<file path="config.mk">
export PLATFORM = sky130hd
export DESIGN_NAME = fp32_add_align
export DESIGN_NICKNAME = d
export VERILOG_FILES = /design/src/rtl/fp32_add_align.sv
export SDC_FILE = /design/constraint.sdc
export NUM_CORES = 1
export LEC_CHECK = 0
export ABC_AREA = 1
export ABC_CLOCK_PERIOD_IN_PS = 3600
export BUFFER_PORTS_ARGS = -buffer_cell sky130_fd_sc_hd__buf_4
export CAP_MARGIN = 20
export CORE_MARGIN = 1.5
export CORE_UTILIZATION = 35
export DETAILED_ROUTE_END_ITERATION = 7
export PLACE_DENSITY = 0.51
export SETUP_SLACK_MARGIN = 0.5
export SYNTH_ARGS = -nofsm -noshare
export SYNTH_HDL_FRONTEND = slang
export SYNTH_SLANG_ARGS = --single-unit
</file>
<file path="constraint.sdc">
create_clock -name clk -period 3.6 [get_ports clk]
set_input_delay 0.36 -clock clk [delete_from_list [all_inputs] [get_ports clk]]
set_output_delay 0.36 -clock clk [all_outputs]
set_load 0.01 [all_outputs]
</file>
<file path="src/rtl/fp32_add_align.sv">
// fp32_add_align: two-stage FP32 operand ordering and significand alignment with sticky folding
module fp32_add_align #(
    parameter int EXP_W  = 8,
    parameter int FRAC_W = 23
) (
    input  logic              clk,
    input  logic              reset,
    input  logic              In_Valid,
    output logic              In_Ready,
    input  logic [31:0]       A,
    input  logic [31:0]       B,
    input  logic              Sub,
    output logic              Out_Valid,
    input  logic              Out_Ready,
    output logic              Sign_L,
    output logic              Eff_Sub,
    output logic [EXP_W-1:0]  Exp_L,
    output logic [FRAC_W+3:0] Man_L,
    output logic [FRAC_W+3:0] Man_S,
    output logic              Is_NaN,
    output logic              Is_Inf,
    output logic              Swapped
);
    localparam int MW = FRAC_W + 4;
    logic v1, v2, ld1, ld2, swap, nan_a, nan_b, inf_a, inf_b, eff_sub, sign_l, is_nan, is_inf;
    logic [31:0] op_l, op_s;
    logic [EXP_W-1:0] exp_l, exp_s, d, s1_exp, s1_d;
    logic [MW-1:0] man_l, man_s, s1_man_l, s1_man_s, shifted;
    logic [2*MW-1:0] ext;
    logic s1_sign, s1_eff_sub, s1_nan, s1_inf, s1_swap;
    always_comb begin
        ld2 = !v2 || Out_Ready;
        ld1 = !v1 || ld2;
        In_Ready = ld1;
        Out_Valid = v2;
        swap = B[30:0] > A[30:0];
        op_l = swap ? B : A;
        op_s = swap ? A : B;
        exp_l = (op_l[FRAC_W+:EXP_W] == '0) ? EXP_W'(1) : op_l[FRAC_W+:EXP_W];
        exp_s = (op_s[FRAC_W+:EXP_W] == '0) ? EXP_W'(1) : op_s[FRAC_W+:EXP_W];
        man_l = {|op_l[FRAC_W+:EXP_W], op_l[FRAC_W-1:0], 3'b000};
        man_s = {|op_s[FRAC_W+:EXP_W], op_s[FRAC_W-1:0], 3'b000};
        d = exp_l - exp_s;
        nan_a = (&A[FRAC_W+:EXP_W]) && (|A[FRAC_W-1:0]);
        nan_b = (&B[FRAC_W+:EXP_W]) && (|B[FRAC_W-1:0]);
        inf_a = (&A[FRAC_W+:EXP_W]) && !(|A[FRAC_W-1:0]);
        inf_b = (&B[FRAC_W+:EXP_W]) && !(|B[FRAC_W-1:0]);
        eff_sub = A[31] ^ B[31] ^ Sub;
        sign_l = swap ? B[31] ^ Sub : A[31];
        is_nan = nan_a || nan_b || (inf_a && inf_b && eff_sub);
        is_inf = !is_nan && (inf_a || inf_b);
        // Lower half of ext collects every bit shifted past the LSB; it all folds into sticky.
        ext = {s1_man_s, {MW{1'b0}}} >> s1_d;
        shifted = (s1_d >= EXP_W'(MW)) ? {{(MW-1){1'b0}}, |s1_man_s}
                                       : {ext[2*MW-1:MW+1], ext[MW] | (|ext[MW-1:0])};
    end
    always_ff @(posedge clk) begin
        if (reset) begin
            v1 <= 1'b0;
            v2 <= 1'b0;
            s1_sign <= 1'b0;
            s1_eff_sub <= 1'b0;
            s1_nan <= 1'b0;
            s1_inf <= 1'b0;
            s1_swap <= 1'b0;
            s1_exp <= '0;
            s1_d <= '0;
            s1_man_l <= '0;
            s1_man_s <= '0;
            Sign_L <= 1'b0;
            Eff_Sub <= 1'b0;
            Exp_L <= '0;
            Man_L <= '0;
            Man_S <= '0;
            Is_NaN <= 1'b0;
            Is_Inf <= 1'b0;
            Swapped <= 1'b0;
        end else begin
            if (ld1) begin
                v1 <= In_Valid;
                if (In_Valid) begin
                    s1_sign <= sign_l;
                    s1_eff_sub <= eff_sub;
                    s1_nan <= is_nan;
                    s1_inf <= is_inf;
                    s1_swap <= swap;
                    s1_exp <= exp_l;
                    s1_d <= d;
                    s1_man_l <= man_l;
                    s1_man_s <= man_s;
                end
            end
            if (ld2) begin
                v2 <= v1;
                if (v1) begin
                    Sign_L <= s1_sign;
                    Eff_Sub <= s1_eff_sub;
                    Exp_L <= s1_exp;
                    Man_L <= s1_man_l;
                    Man_S <= shifted;
                    Is_NaN <= s1_nan;
                    Is_Inf <= s1_inf;
                    Swapped <= s1_swap;
                end
            end
        end
    end
endmodule

</file>
==> metrics.txt <==
clk_skew 0.009991 ns; Post-synth ARST share 0; Die Width 157.8 microns; CTS Sinks 135; drt pass-1 iters 7; max cap viols 0; WP data required 3.92 ns; Worst setup SP type primary input; Synth area leader dfxtp_1; remaining antenna violation count 0; Antenna diodes 0; DR WL/cell 15.64 microns; Main synth FF type dfxtp_1; final std cells w/o fill 1,749; Slew headroom 0.3769; Pwr Density 463.6 nW/um^2; overall power 4999 uW; worst-path fanout max 5; filler instances 2,516; Reg clk slew, reported paths 0.06 ns; Leakage 0.004870 uW; initial antenna violation count 0; Tmin final 3.096 ns; outcome finished, final reports clean; port buffer count 134; Starting Density 0.3572; setup TNS 0 ns; most frequent cell after synthesis nand2_1; share of layout cells above drive strength 1 0.2056; top cell type's share of synthesized area 0.3223; FMAX 323.0 MHz; drt initial violations 484; post-layout net count 1,525; EDFF count, synth 0; Vias 8,594; Synth warnings 0; register bit total from synthesis 135; final hold vios 0; root buffer cell clkbuf_16; mean post-synth cell area 6.470 sq um; DP HPWL 20.09 mm; final cycle utilization of the critical path 0.8601; core area 23,470 sq um; critical path arrival 3.42 ns; largest net degree at the start of global routing 106; row count 56; Cell variety after synth 49; DRT Wirelength 27.36 mm; area grow syn2layout 28.59%; Vias/cell 4.914; Die Y 157.8 microns; RSZ-0062 raised after global routing yes; GRT Total Usage 0.2235; Die ar. 24,900 sq um; top-level I/O count 138; clk_lat worst skew 0.43 ns; Worst Tran Pin Value 0.9347 ns; H-tree levels 4; RD Place Congestion 0.8625; first-pass GRT wire length 43.08 mm; Post-Syn Instances 1,296; kind of critical path in2reg; cts-stage hold buffer count 0; Final Max Slew Viols 0; Setup crit end kind flop; drt drc 0; leading cell types by count after synthesis nand2_1, o21ai_0, a21oi_1, dfxtp_1, inv_1; Max Root-Sink Buffers 2; sequential cell area fraction in the yosys report 0.3223; Max VDD drop 0.2186 mV; most area-consuming cells after synthesis dfxtp_1, nand2_1, o21ai_0; CTS tree done; cell area after synthesis 8386 sq um; CTS buffer count 17; GR Overflow Total 0; HP Class in2reg; number of global-route vias before repair 8,180; # setup viols final 0; number of cells after detailed placement 1,708
## cell families (layout without fill, tap and decap cells)
kind of cell / count (synthesis) / in the layout / share of synthesized area
adders and majority gates: 39 / 39 / 0.05909
and+or+nand+nor: 550 / 552 / 0.2801
DFF: 135 / 135 / 0.3223
AOI/OAI and AO/OA: 351 / 351 / 0.2234
buffers and inverters: 205 / 335 / 0.09788
muxes: 8 / 8 / 0.009550
other: 1 / 3 / 0.0004472
xor gates and xnor gates: 7 / 7 / 0.007311
## area by class of cell
class | count | area [sq um] | share of cell area
Tap cell | 319 | 399.1 | 0.03702
Sequential cell | 135 | 2703 | 0.2506
Inverter | 126 | 514.2 | 0.04769
Clock inverter | 14 | 160.2 | 0.01485
Timing Repair Buffer | 177 | 1370 | 0.1271
Multi-Input combinational cell | 960 | 5197 | 0.4820
Clock buffer | 18 | 439.2 | 0.04073
## path summary, 6_finish.rpt
path,slack (ns),endpoint,cells after the start,startpoint
max,0.50,s1_d[6],24,B[22]
max reg2reg,0.91,Man_S[0],18,s1_d[0]
min,0.25,Out_Valid,4,Out_Ready
min reg2reg,0.46,Exp_L[4],2,s1_exp[4]
## power breakdown
part / switching, uW / internal (uW) / total, uW
sequential: 83.0 / 1610 / 1690
combinational: 933 / 562 / 1490
clock: 756 / 1050 / 1810
## state kept, by name (all words and copies together) (netlist names)
name and flops:
Eff_Sub 1, Exp_L 8, Is_Inf 1, Is_NaN 1, Man_L 24, Man_S 27
Out_Valid 1, Sign_L 1, Swapped 1, s1_d 8, s1_eff_sub 1, s1_exp 8
s1_inf 1, s1_man_l 24, s1_man_s 24, s1_nan 1, s1_sign 1, s1_swap 1
v1 1
## cell usage in the layout (no fill, tap or decap), drive strengths merged, types with 4 or more instances in the layout
cell      count
nor3          4
nor2        109
ha           38
nand3        51
dfxtp       135
inv         130
nand2       344
nand4        18
nor4         13
o21ai       166
buf         177
mux2i         8
clkinvlp      4
xor2          4
clkinv        4
o211ai       15
or2           8
clkbuf       18
a21oi       152
## repair_timing
item	in CTS	in global routing
resized for setup	1	33
setup endpoints to repair	1	3
setup buffers	0	5
cloned	0	4
pin swaps	2	26
## critical path, cell delays in order
cell	delay (ns)
buf_6	0.11
ha_4	0.27
nand2_4	0.06
nor2_4	0.10
nand4_1	0.21
nor2_4	0.22
nand4_4	0.25
buf_6	0.23
nand3_2	0.06
nand2_2	0.06
nand2_1	0.06
nor2_1	0.04
nand2_1	0.10
nand2_2	0.10
ha_4	0.17
fa_2	0.35
o21ai_2	0.16
a21oi_1	0.08
inv_1	0.07
a21oi_2	0.05
nand2_1	0.05
nand2_1	0.07
o221ai_2	0.15
inv_1	0.05
## layer usage
metal  vias up  global-route usage  routed length [microns]
li1       4534                   -                        -
met1      3911              0.3038                    13380
met2       122              0.3693                    12920
met3        27             0.03011                      689
met4         0             0.06155                      369
met5         -                   0                        0
## per-stage QoR
| step | cell area [sq um] | worst slack [ns] | hold slack [ns] | util |
|---|---|---|---|---|
| after floorplan | 8620 | 0.4497 | 0.4297 | - |
| final | 10780 | 0.5037 | 0.2461 | 0.4594 |
| after CTS | 10580 | 0.5191 | 0.2341 | 0.4506 |
| after detailed placement | 9970 | 0.004696 | 0.4488 | 0.4247 |
| after global placement | 9970 | 0.03993 | 0.4463 | 0.4247 |
| after global routing | 10780 | 0.3190 | 0.2512 | 0.4594 |
No activity file was read; power rests on OpenSTA's default activity.
